`config.mk`:
```
export PLATFORM = sky130hd
export DESIGN_NAME = cs_filter_sequencer
export DESIGN_NICKNAME = d
export VERILOG_FILES = /design/src/rtl/cs_pkg.sv /design/src/rtl/cs_edge_sync.sv /design/src/rtl/cs_filter_sequencer.sv
export SDC_FILE = /design/constraint.sdc
export NUM_CORES = 1
export LEC_CHECK = 0
export ABC_AREA = 1
export CORE_MARGIN = 2
export CORE_UTILIZATION = 35
export CTS_BUF_LIST = sky130_fd_sc_hd__clkbuf_4
export DETAILED_ROUTE_END_ITERATION = 7
export PLACE_DENSITY = 0.58
export SYNTH_ARGS = -nofsm -noshare
export SYNTH_HDL_FRONTEND = slang
export SYNTH_SLANG_ARGS = --single-unit
```
`constraint.sdc`:
```
create_clock -name clk_1MHz -period 1.6 [get_ports clk_1MHz]
set_clock_uncertainty 0.05 [all_clocks]
set_input_delay 0.16 -clock clk_1MHz [delete_from_list [all_inputs] [get_ports clk_1MHz]]
set_output_delay 0.16 -clock clk_1MHz [all_outputs]
set_load 0.02 [all_outputs]
```
`src/rtl/cs_pkg.sv`:
```
// Shared definitions for the colour-sensor filter sequencer.
//
// Contents:
//   filter_e - S2,S3 filter codes driven to the sensor
//   color_e  - colour result codes reported after a run
//   state_e  - sequencer FSM states
//   default values for the sequencer parameters
//
// Optional feature macro: CS_CLEAR_CHECK_EN.
// Without it, the C_SET/C_MEAS states are never entered.
package cs_pkg;

  typedef enum logic [1:0] {
    RED_FILTER   = 2'd0,
    BLUE_FILTER  = 2'd1,
    CLEAR_FILTER = 2'd2,
    GREEN_FILTER = 2'd3
  } filter_e;

  typedef enum logic [1:0] {
    NONE  = 2'd0,
    RED   = 2'd1,
    GREEN = 2'd2,
    BLUE  = 2'd3
  } color_e;

  typedef enum logic [3:0] {
    ST_IDLE,
    ST_R_SET,
    ST_R_MEAS,
    ST_G_SET,
    ST_G_MEAS,
    ST_B_SET,
    ST_B_MEAS,
    ST_C_SET,
    ST_C_MEAS,
    ST_DONE
  } state_e;

  localparam int         DEF_SETTLE_CYCLES = 20;
  localparam int         DEF_WINDOW_CYCLES = 500;
  localparam int         DEF_CNT_W         = 16;
  localparam int         DEF_MIN_COUNT     = 8;
  localparam logic [1:0] DEF_SCALER        = 2'b11;

endpackage

```
`src/rtl/cs_edge_sync.sv`:
```
// Brings the asynchronous sensor output into the clk_1MHz domain and turns
// each rising edge into a single-cycle pulse.
//
// Ports:
//   clk_1MHz - system clock
//   rst_n    - synchronous, active-low reset
//   d        - asynchronous input (sensor OUT pin)
//   pulse    - one-cycle pulse per rising edge of d, 2-3 cycles late
module cs_edge_sync (
  input  logic clk_1MHz,
  input  logic rst_n,
  input  logic d,
  output logic pulse
);

  logic r_sync1;
  logic r_sync2;
  logic r_sync3;

  // Two flops resolve metastability; the third remembers the previous
  // synchronised level so a 0->1 change can be spotted.
  always_ff @(posedge clk_1MHz) begin
    if (!rst_n) begin
      r_sync1 <= 1'b0;
      r_sync2 <= 1'b0;
      r_sync3 <= 1'b0;
    end else begin
      r_sync1 <= d;
      r_sync2 <= r_sync1;
      r_sync3 <= r_sync2;
    end
  end

  assign pulse = r_sync2 & ~r_sync3;

endmodule

```
`src/rtl/cs_filter_sequencer.sv`:
```
// Steps a TCS3200-style colour sensor through its RED, GREEN and BLUE
// filters (plus CLEAR when CS_CLEAR_CHECK_EN is defined). It counts sensor
// edges over a fixed window per filter and then reports the dominant colour.
//
// Ports:
//   clk_1MHz    - system clock, 1 MHz
//   rst_n       - synchronous, active-low reset
//   start       - begin a run; only looked at in IDLE
//   cs_out      - sensor frequency output, asynchronous
//   filter      - S2,S3 filter select
//   cs_scaler   - S0,S1 output scaling, fixed at SCALER
//   busy        - a run is in progress
//   color       - last result (0 none, 1 red, 2 green, 3 blue)
//   color_valid - one-cycle pulse when a new result is presented
//   *_freq      - latched edge count of each phase
//
// Optional feature macro: CS_CLEAR_CHECK_EN adds a CLEAR phase. Its count
// then becomes the "is anything in front of the sensor" test.
module cs_filter_sequencer
  import cs_pkg::*;
#(
  parameter int         SETTLE_CYCLES = DEF_SETTLE_CYCLES,
  parameter int         WINDOW_CYCLES = DEF_WINDOW_CYCLES,
  parameter int         CNT_W         = DEF_CNT_W,
  parameter int         MIN_COUNT     = DEF_MIN_COUNT,
  parameter logic [1:0] SCALER        = DEF_SCALER
) (
  input  logic             clk_1MHz,
  input  logic             rst_n,
  input  logic             start,
  input  logic             cs_out,
  output logic [1:0]       filter,
  output logic [1:0]       cs_scaler,
  output logic             busy,
  output logic [1:0]       color,
  output logic             color_valid,
  output logic [CNT_W-1:0] red_freq,
  output logic [CNT_W-1:0] green_freq,
  output logic [CNT_W-1:0] blue_freq,
  output logic [CNT_W-1:0] clear_freq
);

  localparam int CYC_MAX = (SETTLE_CYCLES > WINDOW_CYCLES) ? SETTLE_CYCLES : WINDOW_CYCLES;
  localparam int CYC_W   = $clog2(CYC_MAX + 1);
  localparam logic [CYC_W-1:0] SETTLE_LAST = CYC_W'(SETTLE_CYCLES - 1);
  localparam logic [CYC_W-1:0] WINDOW_LAST = CYC_W'(WINDOW_CYCLES - 1);
  localparam logic [CNT_W-1:0] MIN_CNT     = CNT_W'(MIN_COUNT);

  state_e           r_state;
  state_e           w_nextState;
  filter_e          w_filter;
  logic             w_isMeas;
  logic             w_edge;
  logic [CYC_W-1:0] r_cycleCnt;
  logic [CNT_W-1:0] r_edgeCnt;
  logic [CNT_W-1:0] r_redFreq;
  logic [CNT_W-1:0] r_greenFreq;
  logic [CNT_W-1:0] r_blueFreq;
  color_e           r_color;
  color_e           w_decision;
  logic [CNT_W-1:0] w_winCount;
  logic             w_settleDone;
  logic             w_windowDone;

  cs_edge_sync u_edge_sync (
    .clk_1MHz (clk_1MHz),
    .rst_n    (rst_n),
    .d        (cs_out),
    .pulse    (w_edge)
  );

  assign w_settleDone = (r_cycleCnt == SETTLE_LAST);
  assign w_windowDone = (r_cycleCnt == WINDOW_LAST);

  // State register. Reset drops straight back to IDLE from any phase.
  always_ff @(posedge clk_1MHz) begin
    if (!rst_n) r_state <= ST_IDLE;
    else        r_state <= w_nextState;
  end

  // Next-state logic plus the outputs that depend on the state alone.
  // Filter goes back to CLEAR whenever no colour phase is running.
  always_comb begin
    w_nextState = r_state;
    w_filter    = CLEAR_FILTER;
    w_isMeas    = 1'b0;
    busy        = 1'b0;
    color_valid = 1'b0;
    case (r_state)
      ST_IDLE:   if (start) w_nextState = ST_R_SET;
      ST_R_SET:  begin busy = 1'b1; w_filter = RED_FILTER;
                   if (w_settleDone) w_nextState = ST_R_MEAS; end
      ST_R_MEAS: begin busy = 1'b1; w_filter = RED_FILTER; w_isMeas = 1'b1;
                   if (w_windowDone) w_nextState = ST_G_SET; end
      ST_G_SET:  begin busy = 1'b1; w_filter = GREEN_FILTER;
                   if (w_settleDone) w_nextState = ST_G_MEAS; end
      ST_G_MEAS: begin busy = 1'b1; w_filter = GREEN_FILTER; w_isMeas = 1'b1;
                   if (w_windowDone) w_nextState = ST_B_SET; end
      ST_B_SET:  begin busy = 1'b1; w_filter = BLUE_FILTER;
                   if (w_settleDone) w_nextState = ST_B_MEAS; end
`ifdef CS_CLEAR_CHECK_EN
      ST_B_MEAS: begin busy = 1'b1; w_filter = BLUE_FILTER; w_isMeas = 1'b1;
                   if (w_windowDone) w_nextState = ST_C_SET; end
      ST_C_SET:  begin busy = 1'b1;
                   if (w_settleDone) w_nextState = ST_C_MEAS; end
      ST_C_MEAS: begin busy = 1'b1; w_isMeas = 1'b1;
                   if (w_windowDone) w_nextState = ST_DONE; end
`else
      ST_B_MEAS: begin busy = 1'b1; w_filter = BLUE_FILTER; w_isMeas = 1'b1;
                   if (w_windowDone) w_nextState = ST_DONE; end
`endif
      ST_DONE:   begin color_valid = 1'b1; w_nextState = ST_IDLE; end
      default:   w_nextState = ST_IDLE;
    endcase
  end

  // One cycle counter is shared by every phase. It restarts at zero on each
  // state change, so each phase length is set by its terminal count alone.
  always_ff @(posedge clk_1MHz) begin
    if (!rst_n)                      r_cycleCnt <= '0;
    else if (w_nextState != r_state) r_cycleCnt <= '0;
    else if (r_state != ST_IDLE)     r_cycleCnt <= r_cycleCnt + 1'b1;
  end

  // A single edge counter serves all phases. It is held at zero outside the
  // measurement windows, so settle-time edges never count. It sticks at
  // all-ones instead of wrapping.
  always_ff @(posedge clk_1MHz) begin
    if (!rst_n)                          r_edgeCnt <= '0;
    else if (!w_isMeas)                  r_edgeCnt <= '0;
    else if (w_edge && r_edgeCnt != '1)  r_edgeCnt <= r_edgeCnt + 1'b1;
  end

  // Capture the count on the last cycle of each window. An edge pulse that
  // lands in that same cycle is dropped.
  always_ff @(posedge clk_1MHz) begin
    if (!rst_n) begin
      r_redFreq   <= '0;
      r_greenFreq <= '0;
      r_blueFreq  <= '0;
    end else if (w_windowDone) begin
      if (r_state == ST_R_MEAS) r_redFreq   <= r_edgeCnt;
      if (r_state == ST_G_MEAS) r_greenFreq <= r_edgeCnt;
      if (r_state == ST_B_MEAS) r_blueFreq  <= r_edgeCnt;
    end
  end

`ifdef CS_CLEAR_CHECK_EN
  logic [CNT_W-1:0] r_clearFreq;

  always_ff @(posedge clk_1MHz) begin
    if (!rst_n)                                      r_clearFreq <= '0;
    else if (w_windowDone && r_state == ST_C_MEAS)   r_clearFreq <= r_edgeCnt;
  end

  assign clear_freq = r_clearFreq;
`else
  assign clear_freq = '0;
`endif

  // Pick the largest of the three counts. The >= comparisons give ties to
  // red first, then green. The no-object test uses either the CLEAR count
  // or the winning count, depending on the build.
  always_comb begin
    w_decision = RED;
    w_winCount = r_redFreq;
    if (r_redFreq >= r_greenFreq && r_redFreq >= r_blueFreq) begin
      w_decision = RED;
      w_winCount = r_redFreq;
    end else if (r_greenFreq >= r_blueFreq) begin
      w_decision = GREEN;
      w_winCount = r_greenFreq;
    end else begin
      w_decision = BLUE;
      w_winCount = r_blueFreq;
    end
`ifdef CS_CLEAR_CHECK_EN
    if (r_clearFreq < MIN_CNT) w_decision = NONE;
`else
    if (w_winCount < MIN_CNT)  w_decision = NONE;
`endif
  end

  // The result appears combinationally during DONE, when blue (or clear) has
  // just been latched. It is held in r_color until the next DONE.
  always_ff @(posedge clk_1MHz) begin
    if (!rst_n)                  r_color <= NONE;
    else if (r_state == ST_DONE) r_color <= w_decision;
  end

  assign color      = (r_state == ST_DONE) ? w_decision : r_color;
  assign filter     = w_filter;
  assign cs_scaler  = SCALER;
  assign red_freq   = r_redFreq;
  assign green_freq = r_greenFreq;
  assign blue_freq  = r_blueFreq;

endmodule

```
Word level (Yosys, flattened, before mapping)
Index checks and enable logic that the tools add are counted.
Operators by class
  add/sub/neg operators: 2
  multiply operators: 0
  div/mod/pow operators: 0
  $lt $le $gt $ge: 4
  equality and inequality tests: 11
  shift operators: 0
  multiplexer cells: 18
  bitwise gates (word level): 3
  reductions and logical operators: 14
Operator list (number)
  16-bit >= comparator: 3
  16-bit 2-to-1 mux: 2
  4-bit 2-to-1 mux: 7
  4-bit case mux with 7 select lines: 1
  16-bit by 1-bit adder with 16-bit output (second input constant): 1
  16-bit by 4-bit less-than comparator with 1-bit output (second input constant): 1
  16-bit != test (second input constant): 1
  4-bit by 3-bit == test with 1-bit output (second input constant): 3
  9-bit by 1-bit adder with 9-bit output (second input constant): 1
  9-bit by 5-bit == test with 1-bit output (second input constant): 1
  9-bit == test (second input constant): 1
  4-bit by 2-bit == test with 1-bit output (second input constant): 2
  2-bit AND reduction: 4
  2-bit OR reduction: 4
  2-bit 2-to-1 mux: 3
  2-bit case mux with 3 select lines: 1
  6-bit OR reduction: 1
  4-bit by 1-bit == test with 1-bit output (second input constant): 1
  4-bit == test (second input constant): 1
  4-bit zero test: 1
  1-bit 2-to-1 mux: 4
  4-bit != test: 1
  4-bit nonzero test: 1
  3-bit OR reduction: 1
  3 further kinds: 5
Storage, ports and cells
  register bits after elaboration: 82
  latch bits: 0
  RAM bits: 0
  bits in read-only memories: 0
  logic and storage cells: 62
  memories: 0

Depth between registers and ports, before layout
  word-level depth: 6
  depth in mapped cells: 16

By module
A second synthesis with hierarchy kept.
Unflattened totals
  cells, all modules: 636
  area, all modules: 4755.8 µm²
By module, submodules not included
  cs_filter_sequencer: times used 1, cells an instance 625, area an instance 4663.2 µm², sequential area each 1581.5 µm²
  cs_edge_sync: times used 1, cells an instance 11, area an instance 92.6 µm², sequential area each 60.1 µm²

Least setup slack after synthesis
Ideal clock, no wire load.
  path kind: reg-to-reg
  start point: register r_greenFreq[9] (netlist: green_freq[9])
  end point: register r_color[1]
  arrival: 2165 ps
  data required time: 1488 ps
  slack: -677 ps
  stages on the path, launching flop included: 13
  buffers on the path: 0
  cells stage by stage: dfxtp_1 > inv_1 > ha_1 > nand2_1 > inv_1 > o21bai_1 > nand2_1 > a21oi_1 > nand3_1 > nand2_1 > nand3_1 > o21ai_0 > and2_1
Between the ends
  longest elaborated chain between the ends: 6
RTL lines
  start, declared: RTL line cs_filter_sequencer.sv:57  | logic [CNT_W-1:0] r_greenFreq;
  start signal, assigned: RTL line cs_filter_sequencer.sv:143  | if (r_state == ST_G_MEAS) r_greenFreq <= r_edgeCnt;
  16-bit >= comparator (on tied branches): RTL line cs_filter_sequencer.sv:170, cs_filter_sequencer.sv:167
  16-bit 2-to-1 mux / 1-bit logical AND (equally long branches): RTL line cs_filter_sequencer.sv:170, cs_filter_sequencer.sv:167
  16-bit 2-to-1 mux: RTL line cs_filter_sequencer.sv:167  | if (r_redFreq >= r_greenFreq && r_redFreq >= r_blueFreq) begin
  16-bit by 4-bit less-than comparator with 1-bit output: RTL line cs_filter_sequencer.sv:180  | if (w_winCount < MIN_CNT) w_decision = NONE;
  2-bit 2-to-1 mux *: RTL line cs_filter_sequencer.sv:180
  2-bit 2-to-1 mux *
  net color[1]: RTL line cs_filter_sequencer.sv:35  | output logic [1:0] color,
  end signal, assigned: RTL line cs_filter_sequencer.sv:188  | else if (r_state == ST_DONE) r_color <= w_decision;
  end, declared: RTL line cs_filter_sequencer.sv:59  | color_e r_color;
Mark *: on every way through the listed nets, which the timed path passes. The rest lies on a longest branch.
A chain may end at the register's enable or synchronous reset.

Final worst setup path
  start point: register r_greenFreq[11] (netlist: green_freq[11])
  end point: output color[0]
Between the ends
  longest elaborated chain between the ends: 6
RTL lines (RTL line)
  16-bit >= comparator (on tied branches): cs_filter_sequencer.sv:170, cs_filter_sequencer.sv:167
  16-bit 2-to-1 mux / 1-bit logical AND (equally long branches): cs_filter_sequencer.sv:170, cs_filter_sequencer.sv:167
  16-bit 2-to-1 mux: cs_filter_sequencer.sv:167
  16-bit by 4-bit less-than comparator with 1-bit output: cs_filter_sequencer.sv:180
  2-bit 2-to-1 mux *: cs_filter_sequencer.sv:180
  2-bit 2-to-1 mux *
  end, declared: cs_filter_sequencer.sv:35
Every way passes the cells marked *; elsewhere a longest branch is shown, timed or not.

==> run_results.csv <==
group,metric,value,unit
outcome,status,"complete, but fails checks",
outcome,violations,"negative setup slack",
finish,layout_commonest_cell,"buf_4",
finish,finish.utilization,67.7,%
floorplanning,die-area,14400,um^2
timing,slew_headroom,63.9,%
timing,fmax,397,MHz
floorplanning,die_w,120,um
synthesis,synthArstFlopShare,0,%
drt,drt_iter0_markers,329,
critical_path,path_common_cell,"nand2_2",
critical_path,cp_num_cells,11,
timing,fin_crit,2.52,ns
critical_path,required,1.39,ns
floorplanning,die_h,120,um
drt,wire_per_inst,17.5,um
power_and_ir_drop,finalPower,3.84,mW
power_and_ir_drop,internal_power,2.82,mW
timing,worst_slew_pin_slew,0.536,ns
critical_path,crit_start,"green_freq[11]",
drt,routed_wirelength,18700,um
timing,fin_setup_tns,-11.51,ns
finish,fin_cells,1069,
synthesis,avgSynthCellArea,7.30,um^2
synthesis,synth_ff_type,"dfxtp_1",
finish,layout_common_cells,"buf_4, nand2_1, a21oi_2",
critical_path,cp_max_fo,3,
timing,slew_viol_final,0,
power_and_ir_drop,clkPwrFrac,39.0,%
synthesis,synth-edff-count,0,
critical_path,crit_path_max_incr_delay,0.40,ns
drt,met3WireLength,900,um
synthesis,synth_cell_types,38,
critical_path,critPathSlowestCell,"dfxtp_4",
cts,clkLatencyLatePin,0.48,ns
critical_path,cp-end-kind,"primary output",
power_and_ir_drop,p_sw_share,26.6,%
global_routing,grt_pass1_wl,27000,um
power_and_ir_drop,max-vdd-ir-drop,0.354,mV
cts,numCtsBuffers,9,
critical_path,rr_endpoint,"r_color[0]",
finish,multi_input_area,4090,um^2
timing,setup_viol,77,
drt,viasPerCell,5.13,
worst_hold_path,hold_path.class,"primary input to flop",
synthesis,synth_area,4720,um^2
cts,ctsHoldBuffers,0,
placed_design,dp.cells,1006,
critical_path,cp_top_family,"simple AND/OR/NAND/NOR gates",
drt,drt-pass1-iter-count,5,
timing,finalCritPeriodShare,157,%
cts,cts.reportedPaths.clkPinSlew,0.14,ns
drt,routed.top_layer,"met4",
finish,seq_area,1800,um^2
critical_path,critPathKind,"flop to primary output",
cts,h-tree-depth,3,
critical_path,path_cells,"inv_2, ha_4, nand4_1, nor3_4, nand2_1, nand3_2, nand2_2, a21oi_2, nand2_4, nand2_2, buf_6",
finish,drive_above_1_share,63.1,%
global_routing,grt.overflow.total,0,
cts,clkSinkCount,82,
drt,antenna_left,0,
synthesis,ys_seq_area_share,34.8,%
synthesis,ys_ff_latch,82,
critical_path,worstReg2RegStart,"green_freq[11]",
critical_path,critPathBufInv,2,
synthesis,yosysWarnings,0,
synthesis,syn_inst,647,
placed_design,dp_hpwl,11400,um
critical_path,crit_path_end,"color[0]",
drt,route.met2.wl,9470,um
drt,vias,5481,
power_and_ir_drop,p_seq_share,51.9,%
power_and_ir_drop,pwr-share-comb,9.1,%
placed_design,place_area,6810,um^2
finish,area_delta_synth_final,89.1,%
drt,wl_met1,7570,um
floorplanning,num_rows,42,
global_routing,grt_max_degree,20,
critical_path,ff2ff_setup_slack,-0.53,ns
cts,ctsLongestPathBuffers,2,
placed_design,io_buffers,57,
critical_path,r2r_cells,12,
job,cap_violations,0,
critical_path,cp.arrival,2.31,ns
critical_path,start_kind,"flop",
drt,remaining_drc_errors,0,
timing,hold_viol,0,
timing,fin_hold_ws,0.155,ns
placed_design,dpl_worst_slack,-0.931,ns
power_and_ir_drop,leakagePower,3.98,nW
global_routing,gr-usage-all-layers,24.2,%
global_routing,antenna_found_initial,1,
cts,cts_tree,"done",
global_routing,grt_pass1_vias,5292,
floorplanning,ioPinCount,76,
worst_hold_path,holdPathStages,3,
floorplanning,initial_core_util,35.8,%
cts,root_buffer,"clkbuf_4",
power_and_ir_drop,p_per_area,430,nW/um^2
finish,design_area,8930,um^2
placed_design,gp_congestion,0.918,
timing,worst_slack,-0.918,ns
finish,fin_nets,941,
finish,nFillCells,999,
floorplanning,coreArea,13200,um^2
power_and_ir_drop,p_sw,1.02,mW
timing,grt_setup_unrepaired,"true",
-- sequential cells by signal, summed over array words and instances, names as in the netlist --
name / flops
r_color: 2
red_freq: 16
green_freq: 16
r_cycleCnt: 9
r_edgeCnt: 16
r_state: 4
u_edge_sync.r_sync3: 1
u_edge_sync.r_sync1: 1
u_edge_sync.r_sync2: 1
blue_freq: 16
-- Yosys cell counts, drive strengths merged, types with 3 or more instances --
master  instances  area (um^2)
a21oi          78          394
buf            21          153
clkbuf         11         41.3
dfxtp          82         1640
ha             50          626
inv            91          342
nand2         103          409
nand3          19         95.1
nand4          16          106
nor2           62          253
nor3           20          121
nor4            4         25.0
o21a            3         22.5
o21ai          65          325
o21bai          3         22.5
xor2            7         61.3
-- per-layer routing --
metal,track usage [%],vias up
met5,0,-
met4,10.6,0
met3,3.63,46
met2,41.2,161
met1,30.3,2643
li1,-,2631
-- cell families after synthesis --
family / share of synthesized area [%]
AO/OA/AOI/OAI: 17.0
XOR/XNOR: 1.48
adder cells (fa/ha/maj): 13.2
buffers and inverters: 11.3
flip-flops: 34.8
other: 0.159
AND/OR/NAND/NOR: 22.1
-- power by group through the flow --
stage          Sequential [mW]  Combinational (mW)  Clock, mW
2_1_floorplan             2.06               0.159          0
3_3_place_gp              2.06               0.220          0
3_5_place_dp              2.06               0.223          0
4_1_cts                   2.01               0.283       1.51
5_1_grt                   2.00               0.370       1.60
6_report                  1.99               0.350       1.50
-- final cells by class --
type / count / area share, %
Timing Repair inverter: 1 / 0.0840
Clock buffer: 12 / 1.01
Antenna cell: 1 / 0.0280
Clock inverter: 4 / 0.840
Inverter: 91 / 4.47
Timing Repair Buffer: 243 / 25.1
Multi-Input combinational cell: 459 / 45.8
Tap cell: 176 / 2.47
Sequential cell: 82 / 20.2
-- tightest hold or removal path: cells and delay by family --
kind	cells	cell delay (ns)
AND/OR/NAND/NOR	1	0.06
buffers and inverters	2	0.42
-- what timing repair did --
item / CTS / global route
pin swaps: 74 / 61
resized for setup: 346 / 207
setup endpoints to repair: 121 / 94
setup buffers: 25 / 23
gates cloned: 9 / 1
-- worst min path at each step --
stage                   startpoint                  end  slack (ns)
3_3_place_gp   u_edge_sync.r_sync1  u_edge_sync.r_sync2        0.34
6_report                    cs_out  u_edge_sync.r_sync1        0.15
2_1_floorplan               cs_out  u_edge_sync.r_sync1        0.21
3_5_place_dp   u_edge_sync.r_sync1  u_edge_sync.r_sync2        0.36
4_1_cts                     cs_out  u_edge_sync.r_sync1        0.14
5_1_grt                     cs_out  u_edge_sync.r_sync1        0.23
No activity file was read; power rests on OpenSTA's default activity.
